## src/rtl/ifu_if.sv

```systemverilog
// Fetch-unit bundle: memory request/response channel, decode handshake,
// and execute-side redirect/halt controls. Signal suffixes are from the fetch unit's side.
interface ifu_if #(
    parameter int PC_W   = 64,
    parameter int INST_W = 32
);
    logic              req_valid_o;
    logic              req_ready_i;
    logic [PC_W-1:0]   req_addr_o;
    logic              rsp_valid_i;
    logic [INST_W-1:0] rsp_data_i;
    logic              rsp_err_i;
    logic              inst_valid_o;
    logic              inst_ready_i;
    logic [INST_W-1:0] inst_o;
    logic [PC_W-1:0]   pc_o;
    logic              fault_o;
    logic              redirect_valid_i;
    logic [PC_W-1:0]   redirect_pc_i;
    logic              halt_i;

    modport master (
        output req_valid_o, req_addr_o, inst_valid_o, inst_o, pc_o, fault_o,
        input  req_ready_i, rsp_valid_i, rsp_data_i, rsp_err_i, inst_ready_i,
               redirect_valid_i, redirect_pc_i, halt_i
    );

    modport slave (
        input  req_valid_o, req_addr_o, inst_valid_o, inst_o, pc_o, fault_o,
        output req_ready_i, rsp_valid_i, rsp_data_i, rsp_err_i, inst_ready_i,
               redirect_valid_i, redirect_pc_i, halt_i
    );
endinterface

```

## src/rtl/ifu.sv

```systemverilog
// Instruction fetch unit: one outstanding 32-bit fetch, single-entry output
// buffer toward decode, execute redirects with stale-response kill, halt gating.
module ifu #(
    parameter int               PC_W     = 64,
    parameter int               INST_W   = 32,
    parameter logic [PC_W-1:0]  RESET_PC = 64'h8000_0000,
    parameter logic [INST_W-1:0] NOP_INST = 32'h0000_0013
) (
    input logic   clock,
    input logic   reset,
    ifu_if.master bus
);
    localparam logic [1:0] BOOT = 2'd0;
    localparam logic [1:0] REQ  = 2'd1;
    localparam logic [1:0] WAIT = 2'd2;
    localparam logic [1:0] HOLD = 2'd3;

    logic [1:0]        state_q, state_d;
    logic [PC_W-1:0]   pc_q, pc_d;
    logic              kill_q, kill_d;
    logic              out_valid_q, out_valid_d;
    logic [INST_W-1:0] inst_q, inst_d;
    logic [PC_W-1:0]   pc_out_q, pc_out_d;
    logic              fault_q, fault_d;

    logic aligned;
    logic req_valid;
    logic req_fire;

    assign aligned   = (pc_q[1:0] == 2'b00);
    assign req_valid = (state_q == REQ) && !bus.halt_i && aligned;
    assign req_fire  = req_valid && bus.req_ready_i;

    assign bus.req_valid_o  = req_valid;
    assign bus.req_addr_o   = pc_q;
    // A redirect cycle must never look like a transfer to decode.
    assign bus.inst_valid_o = out_valid_q && !bus.redirect_valid_i;
    assign bus.inst_o       = inst_q;
    assign bus.pc_o         = pc_out_q;
    assign bus.fault_o      = fault_q;

    always_comb begin
        state_d     = state_q;
        pc_d        = pc_q;
        kill_d      = kill_q;
        out_valid_d = out_valid_q;
        inst_d      = inst_q;
        pc_out_d    = pc_out_q;
        fault_d     = fault_q;

        case (state_q)
            BOOT: begin
                state_d = REQ;
                if (bus.redirect_valid_i) pc_d = bus.redirect_pc_i;
            end
            REQ: begin
                if (bus.redirect_valid_i) begin
                    pc_d = bus.redirect_pc_i;
                    if (req_fire) begin
                        kill_d  = 1'b1;
                        state_d = WAIT;
                    end
                end else if (req_fire) begin
                    kill_d  = 1'b0;
                    state_d = WAIT;
                end else if (!aligned && !bus.halt_i) begin
                    inst_d      = NOP_INST;
                    pc_out_d    = pc_q;
                    fault_d     = 1'b1;
                    out_valid_d = 1'b1;
                    state_d     = HOLD;
                end
            end
            WAIT: begin
                if (bus.redirect_valid_i) begin
                    pc_d = bus.redirect_pc_i;
                    if (bus.rsp_valid_i) begin
                        kill_d  = 1'b0;
                        state_d = REQ;
                    end else begin
                        kill_d = 1'b1;
                    end
                end else if (bus.rsp_valid_i) begin
                    if (kill_q) begin
                        kill_d  = 1'b0;
                        state_d = REQ;
                    end else begin
                        inst_d      = bus.rsp_err_i ? NOP_INST : bus.rsp_data_i;
                        fault_d     = bus.rsp_err_i;
                        pc_out_d    = pc_q;
                        pc_d        = pc_q + PC_W'(4);
                        out_valid_d = 1'b1;
                        state_d     = HOLD;
                    end
                end
            end
            HOLD: begin
                if (bus.redirect_valid_i) begin
                    out_valid_d = 1'b0;
                    pc_d        = bus.redirect_pc_i;
                    state_d     = REQ;
                end else if (bus.inst_ready_i) begin
                    out_valid_d = 1'b0;
                    state_d     = REQ;
                end
            end
            default: state_d = BOOT;
        endcase
    end

    always_ff @(posedge clock or posedge reset) begin
        if (reset) begin
            state_q     <= BOOT;
            pc_q        <= RESET_PC;
            kill_q      <= 1'b0;
            out_valid_q <= 1'b0;
            inst_q      <= '0;
            pc_out_q    <= '0;
            fault_q     <= 1'b0;
        end else begin
            state_q     <= state_d;
            pc_q        <= pc_d;
            kill_q      <= kill_d;
            out_valid_q <= out_valid_d;
            inst_q      <= inst_d;
            pc_out_q    <= pc_out_d;
            fault_q     <= fault_d;
        end
    end
endmodule

```

## src/flat_wrapper.sv

```systemverilog
// flat-port wrapper written by rule: the top's interface ports become plain ports
module ifu_flat 
#(
    parameter int               PC_W     = 64,
    parameter int               INST_W   = 32,
    parameter logic [PC_W-1:0]  RESET_PC = 64'h8000_0000,
    parameter logic [INST_W-1:0] NOP_INST = 32'h0000_0013
)
  (clock, reset, bus_req_valid_o, bus_req_addr_o, bus_inst_valid_o, bus_inst_o, bus_pc_o, bus_fault_o, bus_req_ready_i, bus_rsp_valid_i, bus_rsp_data_i, bus_rsp_err_i, bus_inst_ready_i, bus_redirect_valid_i, bus_redirect_pc_i, bus_halt_i);
  ifu_if #(.PC_W(PC_W), .INST_W(INST_W)) bus_i ();
  input logic clock;
  input logic reset;
  output wire logic [$bits(bus_i.req_valid_o)-1:0] bus_req_valid_o;
  output wire logic [$bits(bus_i.req_addr_o)-1:0] bus_req_addr_o;
  output wire logic [$bits(bus_i.inst_valid_o)-1:0] bus_inst_valid_o;
  output wire logic [$bits(bus_i.inst_o)-1:0] bus_inst_o;
  output wire logic [$bits(bus_i.pc_o)-1:0] bus_pc_o;
  output wire logic [$bits(bus_i.fault_o)-1:0] bus_fault_o;
  input wire logic [$bits(bus_i.req_ready_i)-1:0] bus_req_ready_i;
  input wire logic [$bits(bus_i.rsp_valid_i)-1:0] bus_rsp_valid_i;
  input wire logic [$bits(bus_i.rsp_data_i)-1:0] bus_rsp_data_i;
  input wire logic [$bits(bus_i.rsp_err_i)-1:0] bus_rsp_err_i;
  input wire logic [$bits(bus_i.inst_ready_i)-1:0] bus_inst_ready_i;
  input wire logic [$bits(bus_i.redirect_valid_i)-1:0] bus_redirect_valid_i;
  input wire logic [$bits(bus_i.redirect_pc_i)-1:0] bus_redirect_pc_i;
  input wire logic [$bits(bus_i.halt_i)-1:0] bus_halt_i;
  assign bus_req_valid_o = bus_i.req_valid_o;
  assign bus_req_addr_o = bus_i.req_addr_o;
  assign bus_inst_valid_o = bus_i.inst_valid_o;
  assign bus_inst_o = bus_i.inst_o;
  assign bus_pc_o = bus_i.pc_o;
  assign bus_fault_o = bus_i.fault_o;
  assign bus_i.req_ready_i = bus_req_ready_i;
  assign bus_i.rsp_valid_i = bus_rsp_valid_i;
  assign bus_i.rsp_data_i = bus_rsp_data_i;
  assign bus_i.rsp_err_i = bus_rsp_err_i;
  assign bus_i.inst_ready_i = bus_inst_ready_i;
  assign bus_i.redirect_valid_i = bus_redirect_valid_i;
  assign bus_i.redirect_pc_i = bus_redirect_pc_i;
  assign bus_i.halt_i = bus_halt_i;
  ifu #(.PC_W(PC_W), .INST_W(INST_W), .RESET_PC(RESET_PC), .NOP_INST(NOP_INST)) u_core (.clock(clock), .reset(reset), .bus(bus_i));
endmodule
```

## config.mk

```make
export PLATFORM = sky130hd
export DESIGN_NAME = ifu_flat
export DESIGN_NICKNAME = d
export VERILOG_FILES = /design/src/rtl/ifu_if.sv /design/src/rtl/ifu.sv /design/src/flat_wrapper.sv
export SDC_FILE = /design/constraint.sdc
export NUM_CORES = 1
export LEC_CHECK = 0
export BUFFER_PORTS_ARGS = -buffer_cell sky130_fd_sc_hd__buf_4
export CAP_MARGIN = 30
export CORE_MARGIN = 3
export CORE_UTILIZATION = 55
export DETAILED_ROUTE_END_ITERATION = 8
export PLACE_DENSITY = 0.86
export SLEW_MARGIN = 40
export SYNTH_ARGS = -nofsm -noshare
export SYNTH_HDL_FRONTEND = slang
export SYNTH_SLANG_ARGS = --single-unit
```

## constraint.sdc

```tcl
create_clock -name clock -period 16.1 [get_ports clock]
set_input_delay 3.22 -clock clock [delete_from_list [all_inputs] [get_ports clock]]
set_output_delay 3.22 -clock clock [all_outputs]
set_load 0.01 [all_outputs]
```

== Yosys cells after proc, flatten, opt, wreduce, memory -nomap -nowiden ==
Index checks and enable logic that the tools add are counted.

* Word-level logic and storage cells: 93
* Input bits: 104
* Output and inout bits: 163
* Bits in registers: 165

* Eq/ne operators: 16
* Add/subtract/negate cells: 1
* Reduce and logical (&&, ||, !) cells: 18
* Mux-type cells: 51

{| class="wikitable"
|+ Operator list
! kind !! number
|-
| $mux W64 || 10
|-
| $pmux W64 S2 || 2
|-
| $mux W32 || 7
|-
| $add A64 B3 Y64 const B || 1
|-
| $pmux W32 S2 || 1
|-
| $mux W2 || 10
|-
| $mux W1 || 17
|-
| $ne A2 B2 Y1 const B || 6
|-
| $ne A3 B3 Y1 const B || 3
|-
| $pmux W2 S4 || 1
|-
| $reduce_and A8 Y1 || 1
|-
| $reduce_and A7 Y1 || 1
|-
| $ne A3 B2 Y1 const B || 2
|-
| $reduce_and A3 Y1 || 2
|-
| $logic_and A1 B1 Y1 || 5
|-
| $eq A2 B2 Y1 const B || 2
|-
| $logic_not A2 Y1 || 2
|-
| $ne A2 B1 Y1 const B || 2
|-
| $pmux W1 S2 || 2
|-
| $reduce_and A4 Y1 || 1
|-
| $logic_not A1 Y1 || 3
|-
| $pmux W1 S3 || 1
|-
| $reduce_bool A3 Y1 || 1
|-
| $reduce_or A3 Y1 || 1
|-
| other kinds (2) || 2
|}

== Depth between registers and ports, before layout ==
* Depth in word-level cells: 7
* Mapped depth: 11
* Gate-level depth less buffers: 7

== Least setup slack after synthesis ==
No wires, ideal clock.

* Path type: input to output
* Start: in bus_redirect_valid_i
* End: out bus_inst_valid_o
* Setup slack: 8.739 ns
* Path buffers: 3
* Required time: 12.880 ns
* Arrival time: 4.141 ns
* Stages: 4
* Cell sequence: clkbuf_1 clkbuf_1 buf_1 nor2b_1

* Longest elaborated chain between the ends: 2

{| class="wikitable"
|+ RTL lines
! what !! line !! source
|-
| start: declaration || flat_wrapper.sv:24 || <nowiki>input wire logic [$bits(bus_i.redirect_valid_i)-1:0] bus_redirect_valid_i;</nowiki>
|-
| $logic_not A1 Y1 || ifu.sv:37 || <nowiki>assign bus.inst_valid_o = out_valid_q && !bus.redirect_valid_i;</nowiki>
|-
| $logic_and A1 B1 Y1 || ifu.sv:37 ||
|-
| end: declaration || flat_wrapper.sv:15 || <nowiki>output wire logic [$bits(bus_i.inst_valid_o)-1:0] bus_inst_valid_o;</nowiki>
|}

Every way passes these cells.

== Worst setup path after layout ==
* Start: in bus_halt_i
* End: out bus_req_valid_o

* Longest elaborated chain between the ends: 3

{| class="wikitable"
|+ RTL lines
! what !! line !! source
|-
| start: declaration || flat_wrapper.sv:26 || <nowiki>input wire logic [$bits(bus_i.halt_i)-1:0] bus_halt_i;</nowiki>
|-
| $logic_not A1 Y1 || ifu.sv:31 || <nowiki>assign req_valid = (state_q == REQ) && !bus.halt_i && aligned;</nowiki>
|-
| $logic_and A1 B1 Y1 (2 in a row) || ifu.sv:31 ||
|-
| end: declaration || flat_wrapper.sv:13 || <nowiki>output wire logic [$bits(bus_i.req_valid_o)-1:0] bus_req_valid_o;</nowiki>
|}

Every way passes these cells.

==> summary.txt <==
Logic synthesis
  – Syn_area_per_cell: 9.85 sq um
  – Syn nets: 927
  – Post-synth ARST share: 1.00
  – EDFF count, synth: 0
  – FF+latch count, synth: 165
  – Sequential area share after synthesis: 0.513
  – Post-Syn Instances: 817
  – Synth unique cells: 64
  – Synth Warn #: 0
  – Cell area after synthesis: 8050 sq um
  – Top_reg_cell synth: dfrtp_1

Setup path
  – Crit path kind: primary input to primary output
  – CP max FO: 3
  – Slowest CP cell: nor4b_1
  – Worst Path Arrival: 4050 ps
  – Worst Setup End Kind: primary output
  – Crit path largest cell delay: 480 ps
  – Type of origin of the critical path: primary input
  – Crit path cell chain: buf_4 > nor4b_1 > buf_4
  – Worst EP required: 12880 ps
  – Most common cell on crit path: buf_4

Pwr
  – Power share of the clock group: 0.238
  – Psw: 561 uW
  – Sequential share of power: 0.381
  – Int Power: 1070 uW
  – Leakage: 0.00473 uW
  – VDD IR-drop max: 0.000115 V
  – PwrDens: 152 nW/um^2
  – Combinational share of power: 0.381
  – Switching share of total power: 0.344

Die
  – I/O pin cnt: 267
  – Initial Utilization: 0.571
  – Die area: 16100 sq um
  – Die width: 127 um
  – FP Rows: 43
  – Die Span Y: 127 um
  – Core Box Area: 14100 sq um

STA
  – Worst Hold Slack: 480 ps
  – Fmax: 138 MHz
  – Slew HR: 0.446
  – Clk_skew: 12.3 ps
  – Fin. Hold Viols: 0
  – Worst-Margin Slew: 830 ps
  – Setup TNS: 0 ps
  – Final Critical Period: 7270 ps
  – RSZ-0062 raised after global routing: no
  – Fin crit share: 0.451
  – Setup violators final: 0
  – Slew Viols, Final: 0

CTS
  – Worst-path clk slew: 60 ps
  – Buffer count from post-CTS setup fixing: 0
  – Clk_lat worst skew: 430 ps
  – Root Driver: clkbuf_16
  – Clock sink count: 165
  – CTS resizes: 0
  – Clock tree buffer depth: 2
  – CTS tree: done
  – Total CTS buffers: 17
  – Count of hold-fix buffers inserted at cts: 0
  – H-tree levels: 4

Global routing
  – Initial antenna violation count: 0
  – GRT Total Usage: 0.307
  – Vias in the first global route: 7341
  – Grt total ovfl: 0
  – First-pass GRT wire length: 39100 um
  – Largest net degree at the start of global routing: 99

Layout
  – Commonest non-fill, non-tap cell in the layout: buf_4
  – Area grow syn2layout: 33.7%
  – Share of layout cells above drive strength 1: 0.357
  – Most frequent cells in the layout: 266 x buf_4, 164 x dfrtp_1, 120 x nand2_1, 69 x o21ai_0, 61 x mux2_2
  – Antenna cell count: 0
  – Filler instances: 1003
  – Final net count: 1172

Place
  – Placer Congestion: 0.969
  – DP HPWL: 18000 um
  – PortBufs: 266

Run
  – Max-Cap Viols: 0

Status
  – Outcome: finished, final reports clean

Detailed routing
  – 1st-pass router iterations: 6
  – DRC Markers: 0
  – Via Count: 7647
  – Starting DRT DRC Count: 801
  – WL final: 25100 um
  – Wire per inst: 20.0 um
  – Vias/cell: 6.09
  – Post-DRT Antenna Nets: 0

Hold path
  – Hold crit path type: flip-flop to flip-flop
-- sequential cells by signal, indices dropped and copies added (netlist names) --
signal and flops:
u_core.bus.fault_o 1, u_core.state_q 2, u_core.bus.pc_o 64, u_core.kill_q 1, u_core.bus.req_addr_o 64, u_core.bus.inst_o 32
u_core.out_valid_q 1
-- synthesized netlist by cell type, types with 2 or more instances --
cell type    n  area [sq um]
a31oi_1     12          75.1
dfrtp_1    164          4100
a21oi_1     13          65.1
and3_1      24           150
mux2_2      61           687
nor2_1      53           199
a211oi_1    14           105
o32ai_1      3          26.3
nor2b_1      5          31.3
nor3b_1      3          22.5
nand4_1     27           169
or3_1        5          31.3
o31ai_1      5          37.5
a22oi_1      3          22.5
nor3_1      29           145
a311oi_1     9          78.8
xor2_1       9          78.8
or2_2        5          31.3
or4_1        9          67.6
nand3_1     26           130
a41oi_1      2          17.5
buf_2        4          20.0
o21a_1       6          45.0
ha_1         6          75.1
a221oi_1     5          43.8
inv_1       17          63.8
nor4_1      10          62.6
a32oi_1      2          17.5
clkbuf_1    38           143
o2111ai_1    2          17.5
and4_1       7          61.3
nand2_1    121           454
nand2b_1     7          43.8
o21ai_0     69           345
and2_1       5          31.3
xnor2_1      9          78.8
-- power by group through the flow --
| stage | Sequential, uW | Clock (uW) | Combinational (uW) |
|---|---|---|---|
| after CTS | 619 | 392 | 624 |
| after detailed placement | 625 | 0 | 621 |
| after global routing | 635 | 410 | 675 |
| after global placement | 618 | 0 | 604 |
| after floorplan | 660 | 0 | 308 |
| final | 621 | 388 | 621 |
-- path summary, 6_finish.rpt --
check / start / end / slack (ps) / cells past startpoint
max reg2reg: u_core.state_q[0] / u_core.bus.req_addr_o[61] / 12800 / 7
max in group asynchronous: reset / u_core.bus.pc_o[50] / 12150 / 3
min in group asynchronous: reset / u_core.bus.inst_o[10] / 2890 / 2
min: u_core.bus.inst_o[15] / u_core.bus.inst_o[15] / 480 / 2
min reg2reg: u_core.bus.inst_o[15] / u_core.bus.inst_o[15] / 480 / 2
max: bus_halt_i / bus_req_valid_o / 8830 / 3
-- critical path: cells and delay by family --
kind                   cells  cell delay, ps
buffers and inverters      2             340
AND/OR/NAND/NOR            1             480
-- routing by layer --
metal  global-route usage  vias to the layer above  routed length, um
met1                0.399                     3650               9880
met3               0.0787                       73               2410
met2                0.494                      456              12100
met5                    0                        -                  0
li1                     -                     3468                  -
met4                0.124                        0                745
-- stage by stage --
stage	area [sq um]	total power [uW]	setup WS, ps	std cells	util
finish	10800	1630	8830	1255	0.763
global route	10800	1720	8770	1255	0.763
CTS	10700	1640	8850	1255	0.761
detailed placement	10200	1250	8850	1223	0.722
global placement	10100	1220	8900	1223	0.719
floorplan	8050	968	8420	817	-
-- cells by family after synthesis --
logic type	after synthesis	synth area share
and+or+nand+nor	343	0.212
AOI/OAI and AO/OA	161	0.129
adders and majority gates	6	0.00933
buffers and inverters	62	0.0295
xor gates and xnor gates	18	0.0196
muxes	62	0.0866
DFF	165	0.513
-- area by class of cell --
cell class                      instances  area, sq um  share of cell area
Clock inverter                         11          101             0.00943
Clock buffer                           21          460              0.0428
Tap cell                              180          225              0.0209
Inverter                               19         78.8             0.00733
Timing Repair Buffer                  269         2030               0.189
Sequential cell                       165         4130               0.384
Multi-Input combinational cell        590         3730               0.347
(Power assumes the default switching activity.)
